[config.mk]
export PLATFORM = sky130hd
export DESIGN_NAME = ppg_window_stats
export DESIGN_NICKNAME = d
export VERILOG_FILES = /design/src/rtl/ppg_window_stats.sv
export SDC_FILE = /design/constraint.sdc
export NUM_CORES = 1
export LEC_CHECK = 0
export ABC_AREA = 1
export ABC_CLOCK_PERIOD_IN_PS = 1500
export BUFFER_PORTS_ARGS = -buffer_cell sky130_fd_sc_hd__buf_4
export CELL_PAD_IN_SITES_DETAIL_PLACEMENT = 2
export CELL_PAD_IN_SITES_GLOBAL_PLACEMENT = 2
export CORE_ASPECT_RATIO = 0.5
export CORE_MARGIN = 2
export CORE_UTILIZATION = 31
export DETAILED_ROUTE_END_ITERATION = 10
export PLACE_DENSITY = 0.86
export SYNTH_ARGS = -nofsm -noshare
export SYNTH_HDL_FRONTEND = slang
export SYNTH_SLANG_ARGS = --single-unit
[constraint.sdc]
create_clock -name CLK -period 1.5 [get_ports CLK]
set_input_delay 0.3 -clock CLK [delete_from_list [all_inputs] [get_ports CLK]]
set_output_delay 0.3 -clock CLK [all_outputs]
set_load 0.005 [all_outputs]
[src/rtl/ppg_window_stats.sv]
// ppg_window_stats: windowed min/max/mean of RED and IR samples
// taken from the LED-switching controller's phase transitions.
module ppg_window_stats #(
  parameter int WIN_LOG2 = 5,
  parameter int DATA_W   = 8
) (
  input  logic              CLK,
  input  logic              rst,
  input  logic              Enable,
  input  logic              LED_RED,
  input  logic              LED_IR,
  input  logic [DATA_W-1:0] RED_ADC_Value,
  input  logic [DATA_W-1:0] IR_ADC_Value,
  output logic [DATA_W-1:0] RED_AC,
  output logic [DATA_W-1:0] RED_DC,
  output logic [DATA_W-1:0] IR_AC,
  output logic [DATA_W-1:0] IR_DC,
  output logic              Stats_Valid,
  output logic              Seq_Err
);

  localparam int SUM_W = DATA_W + WIN_LOG2;
  localparam int CNT_W = WIN_LOG2 + 1;
  localparam logic [CNT_W-1:0] LAST_PAIR =
    CNT_W'((1 << WIN_LOG2) - 1);
  localparam logic [DATA_W-1:0] MIN_INIT = '1;

  typedef enum logic [1:0] {
    IDLE,
    WAIT_RED,
    ACCUM,
    REPORT
  } state_t;

  state_t state_q, state_d;

  logic              led_red_q;
  logic              exp_ir_q;
  logic              red_stb, ir_stb;
  logic              acc_red, acc_ir;
  logic              clr, report, err;
  logic [CNT_W-1:0]  pair_cnt_q;
  logic [DATA_W-1:0] red_min_q, red_max_q;
  logic [DATA_W-1:0] ir_min_q, ir_max_q;
  logic [SUM_W-1:0]  red_sum_q, ir_sum_q;

  // RED strobe: RED phase just ended; IR strobe: IR phase just ended
  assign red_stb = led_red_q & ~LED_RED & LED_IR;
  assign ir_stb  = ~led_red_q & LED_RED & ~LED_IR;

  // State register
  always_ff @(posedge CLK) begin
    if (rst) state_q <= IDLE;
    else     state_q <= state_d;
  end

  // Next-state logic; Enable low overrides everything
  always_comb begin
    state_d = state_q;
    unique case (state_q)
      IDLE:     if (Enable) state_d = WAIT_RED;
      WAIT_RED: if (red_stb) state_d = ACCUM;
      ACCUM: begin
        if (err)
          state_d = WAIT_RED;
        else if (acc_ir && pair_cnt_q == LAST_PAIR)
          state_d = REPORT;
      end
      REPORT:   state_d = WAIT_RED;
      default:  state_d = IDLE;
    endcase
    if (!Enable) state_d = IDLE;
  end

  // Control decode: which strobe is taken, error, clear, report
  always_comb begin
    acc_red = 1'b0;
    acc_ir  = 1'b0;
    err     = 1'b0;
    report  = 1'b0;
    clr     = 1'b0;
    unique case (state_q)
      IDLE:     clr = 1'b1;
      WAIT_RED: acc_red = red_stb;
      ACCUM: begin
        acc_red = red_stb & ~exp_ir_q;
        acc_ir  = ir_stb & exp_ir_q;
        err     = (red_stb & exp_ir_q) |
                  (ir_stb & ~exp_ir_q);
      end
      REPORT: begin
        report = 1'b1;
        clr    = 1'b1;
      end
      default:  clr = 1'b1;
    endcase
    if (!Enable) begin
      acc_red = 1'b0;
      acc_ir  = 1'b0;
      err     = 1'b0;
      clr     = 1'b1;
    end
    if (err) clr = 1'b1;
  end

  // Accumulators, result registers and output pulses
  always_ff @(posedge CLK) begin
    if (rst) begin
      led_red_q   <= 1'b0;
      exp_ir_q    <= 1'b0;
      pair_cnt_q  <= '0;
      red_min_q   <= MIN_INIT;
      red_max_q   <= '0;
      red_sum_q   <= '0;
      ir_min_q    <= MIN_INIT;
      ir_max_q    <= '0;
      ir_sum_q    <= '0;
      RED_AC      <= '0;
      RED_DC      <= '0;
      IR_AC       <= '0;
      IR_DC       <= '0;
      Stats_Valid <= 1'b0;
      Seq_Err     <= 1'b0;
    end else begin
      led_red_q   <= LED_RED;
      Stats_Valid <= report;
      Seq_Err     <= err;
      if (report) begin
        RED_AC <= red_max_q - red_min_q;
        RED_DC <= DATA_W'(red_sum_q >> WIN_LOG2);
        IR_AC  <= ir_max_q - ir_min_q;
        IR_DC  <= DATA_W'(ir_sum_q >> WIN_LOG2);
      end
      if (clr) begin
        exp_ir_q   <= 1'b0;
        pair_cnt_q <= '0;
        red_min_q  <= MIN_INIT;
        red_max_q  <= '0;
        red_sum_q  <= '0;
        ir_min_q   <= MIN_INIT;
        ir_max_q   <= '0;
        ir_sum_q   <= '0;
      end else begin
        if (acc_red) begin
          if (RED_ADC_Value < red_min_q)
            red_min_q <= RED_ADC_Value;
          if (RED_ADC_Value > red_max_q)
            red_max_q <= RED_ADC_Value;
          red_sum_q <= red_sum_q + SUM_W'(RED_ADC_Value);
          exp_ir_q  <= 1'b1;
        end
        if (acc_ir) begin
          if (IR_ADC_Value < ir_min_q)
            ir_min_q <= IR_ADC_Value;
          if (IR_ADC_Value > ir_max_q)
            ir_max_q <= IR_ADC_Value;
          ir_sum_q   <= ir_sum_q + SUM_W'(IR_ADC_Value);
          pair_cnt_q <= pair_cnt_q + CNT_W'(1);
          exp_ir_q   <= 1'b0;
        end
      end
    end
  end

endmodule

==> results.yml, run 1 <==
place:
  dp_cells: 1320
  place_congestion: 0.828
  port_buffers: 54
  placed_area_um2: 7870
  dp_hpwl_mm: 21.7
synth:
  ys_seq_area_share_pct: 32.9
  synth_common_cells: "nand2_1 (195), inv_1 (135), nor2_1 (108), dfxtp_1 (102), nand3_1 (97)"
  synth_edf_count: 0
  ys_ff_latch: 102
  yosysUniqueCellTypes: 35
  synth_ff_type: "dfxtp_1"
  yosysMostFrequentCell: "nand2_1"
  synthTopCellsByArea: "dfxtp_1 (33%), ha_1 (13%), nand2_1 (12%)"
  yosys_warnings: 0
  yosysTopAreaCellShare_pct: 32.9
  synth_nets: 990
  syn_area_um2: 6200
  syn_avg_cell_area_um2: 6.88
  syn_inst: 901
  yosysTopAreaCell: "dfxtp_1"
  synthArstFlopShare_pct: 0
floorplanning:
  start_util_pct: 31.7
  row_count: 36
  die_x_um: 204
  die-height_um: 104
  ios: 55
timing:
  grt_repair_worst_endpoint: "ir_max_q[5]$_SDFFE_PP0P_/D"
  worstEpCategory: "sequential cell input"
run_status:
  firstError: "[ERROR DPL-0033] detailed placement checks failed during check placement."
  outcome: "stopped before the end"
  stop_stage: "global routing (5_1_grt)"
global_routing:
  antenna_found_initial: 1
  grt_max_degree: 27
clock_network:
  clock-sinks: 102
  root_buffer: "clkbuf_16"
  cts_buffers: 9
  cts_buffer_depth: 2
  htreeDepth: 3
[kinds of logic after synthesis]
group / Yosys count / share of synthesized area (%)
buffers and inverters: 162 / 10.5
AND/OR/NAND/NOR: 427 / 29.5
flip-flops: 102 / 32.9
AO/OA/AOI/OAI: 130 / 11.2
adder cells (fa/ha/maj): 68 / 14.2
XOR/XNOR: 12 / 1.69
[metrics by stage]
step	TNS [ps]	util, %	setup WS [ps]
2_1_floorplan	-81.0	-	-30.0
3_3_place_gp	-13780	40.3	-312
3_5_place_dp	-23990	40.3	-449
4_1_cts	-10220	51.5	-299
[what timing repair did]
action / CTS
pin swaps: 112
setup endpoints to repair: 80
cloned: 7
buffers inserted: 47
hold buffers: 0
resized for setup: 346
==> run 2: changes to the inputs <==
Settings changed: ABC_CLOCK_PERIOD_IN_PS 1500 to 2000, CELL_PAD_IN_SITES_DETAIL_PLACEMENT 2 to default, CELL_PAD_IN_SITES_GLOBAL_PLACEMENT 2 to default, CORE_ASPECT_RATIO 0.5 to default, CORE_UTILIZATION 31 to 40, PLACE_DENSITY 0.86 to default, PLACE_DENSITY_LB_ADDON from default to 0.15.
Clock period 1.5 ns to 2 ns, I/O delays scaled along.
==> run 2 against run 1 <==
Against the previous run:
- the flow now finishes without violations
- synthesized area is the same
- synthesized cell count is the same
==> results.yml, run 2 <==
run_status:
  outcome: "completed"
floorplanning:
  row_count: 45
  dieArea_um2: 16500
  die_x_um: 129
  start_util_pct: 40.8
  die-height_um: 129
  core_area_um2: 15200
  ios: 55
place:
  port_buffers: 54
  place_congestion: 0.792
  place_ws_ps: 87.5
  dp_hpwl_mm: 11.0
  placed_area_um2: 6890
pwr:
  pwr-share-comb_pct: 8.9
  leakagePower_nw: 3.59
  ir_drop_mv: 0.462
  switching_share_pct: 25.5
  power_w: 0.00410
  seqPwrFrac_pct: 50.4
  p_sw_w: 0.00105
  p_clk_share_pct: 40.6
  power_density_nw_per_um2: 569
  internal_power_w: 0.00305
synth:
  synth_top_family_by_area: "simple AND/OR/NAND/NOR gates"
  synth_common_cells: "nand2_1 (195), inv_1 (135), nor2_1 (108), dfxtp_1 (102), nand3_1 (97)"
  synth_ff_type: "dfxtp_1"
  synth-adder-area-share_pct: 14.2
  syn_inst: 901
  synthArstFlopShare_pct: 0
  ys_ff_latch: 102
  syn_avg_cell_area_um2: 6.88
  yosys_warnings: 0
  yosysMostFrequentCell: "nand2_1"
  synthTopCellsByArea: "dfxtp_1 (33%), ha_1 (13%), nand2_1 (12%)"
  muxShareOfSynthArea_pct: 0
  synth-simple-area-share_pct: 29.5
  synth_edf_count: 0
  synth_compound_area_share_pct: 11.2
  yosysUniqueCellTypes: 35
  syn_area_um2: 6200
  ys_seq_area_share_pct: 32.9
  synth_xor_xnor_area_share_pct: 1.69
  yosysTopAreaCellShare_pct: 32.9
  yosysTopAreaCell: "dfxtp_1"
  synth_nets: 990
timing:
  postLayoutSetupSlackWorst_ps: 172
  rsz0062_at_grt: "false"
  max_freq_mhz: 547
  drv_slew: 0
  hold_violations: 0
  setup_violations: 0
  timing.final.crit_share_pct: 91.4
  relSlewSlack_pct: 62.6
  tightestPinTransition_ps: 561
  setup_tns_ps: 0
  finClkSkew_ps: 10.5
  layout_min_cycle_time_ps: 1830
detailed_routing:
  wire_per_inst_um: 12.4
  dr.first_iter.drc_count: 200
  wl_met1_mm: 7.23
  vias: 5471
  antenna_left: 0
  dr_wl_met3_um: 455
  drc: 0
  routed_via_density: 4.75
  top_layer: "met4"
  route.met2.wl_mm: 6.59
  firstDrtPassIters: 4
  wl_mm: 14.3
global_routing:
  overflow: 0
  grtUsageTotal_pct: 18.0
  antenna_found_initial: 0
  grt_first_pass_wirelength_mm: 23.8
  grt_pass1_vias: 4979
  grt_max_degree: 33
clock_network:
  htreeDepth: 3
  clock-sinks: 102
  cts_buffer_depth: 2
  root_buffer: "clkbuf_16"
  cts_buffers: 9
  clk_pin_slew_worst_paths_ps: 70
  clk_latency_ps: 350
  cts_tree: "built"
layout:
  syn_to_final_growth_pct: 16.1
  layout-drive-gt1-share_pct: 10.9
  nNetsFinal: 1049
  final_cell_mix: "nand2_1 (194), inv_1 (135), nor2_1 (108)"
  antenna_cells: 0
  final_util_pct: 47.4
  fin_area_um2: 7200
  top_regs: "ir_sum_q: 13 flops, red_sum_q: 13 flops"
  mostFrequentLayoutCell: "nand2_1"
worst_setup_path:
  critPathKind: "reg -> reg"
  crit_required_ps: 2250
  crit_arrival_ps: 2080
  cp_max_fo: 3
  start_kind: "flip-flop"
  cp-end-kind: "flip-flop"
hold_path:
  holdCritPathClass: "in -> reg"
run:
  cap_viol_max_count: 0
run 2: cell counts after synthesis:
Identical to the previous run, type by type.
run 2: power by group through the flow:
stage	logic [W]	registers (W)	clock network, W
after floorplan	0.000215	0.00211	0
after global placement	0.000367	0.00211	0
after detailed placement	0.000367	0.00211	0
after CTS	0.000368	0.00207	0.00173
after global routing	0.000418	0.00207	0.00181
final	0.000366	0.00207	0.00166
run 2: routing by layer:
metal | GRT usage, % | up-vias
met4 | 5.18 | 0
li1 | - | 3001
met1 | 24.3 | 2413
met3 | 3.16 | 2
met5 | 0 | -
met2 | 29.8 | 55
run 2: worst paths after layout:
| check | end | start | cells past startpoint | slack [ps] |
|---|---|---|---|---|
| worst max register to register | IR_AC[6] | ir_max_q[0] | 9 | 170 |
| worst max-delay path | IR_AC[6] | ir_max_q[0] | 9 | 170 |
| worst min-delay path | led_red_q | LED_RED | 3 | 300 |
| worst min register to register | red_min_q[5] | red_min_q[5] | 2 | 470 |
run 2: repair_timing:
item,CTS,global route
buffers inserted,0,3
endpoints found under the hold margin,0,0
resized for setup,0,1
hold buffers,0,0
endpoints found under the setup margin,0,21
run 2: cell families (layout without fill, tap and decap cells):
| kind of cell | after synthesis | in the layout |
|---|---|---|
| AND/OR/NAND/NOR | 427 | 427 |
| buffers and inverters | 162 | 226 |
| AO/OA/AOI/OAI | 130 | 130 |
| flip-flops | 102 | 102 |
| adder cells (fa/ha/maj) | 68 | 68 |
| XOR/XNOR | 12 | 12 |
run 2: area by class of cell:
| type | instances | area (um2) |
|---|---|---|
| timing repair buffer | 72 | 616 |
| tap | 188 | 235 |
| multi-input combinational | 637 | 3510 |
| fill | 1581 | 8000 |
| clock buffer | 10 | 229 |
| clock inverter | 6 | 46.3 |
| sequential | 102 | 2040 |
| inverter | 138 | 518 |
run 2: worst max-delay path, cell delays in order (launching register included):
cell and delay, ps:
dfxtp_1 390, inv_1 60, ha_1 200, fa_1 400, o21ai_0 290, nand3_1 140, nand3_1 90, nand3_1 80
nand2_1 60, inv_1 30
run 2: through the flow:
step / hold WS, ps / instances
CTS: 290 / 1150
finish: 301 / 1153
floorplan: 429 / 901
global placement: 443 / 1134
global route: 304 / 1153
detailed placement: 447 / 1134
Power figures use the tool's default switching activity.
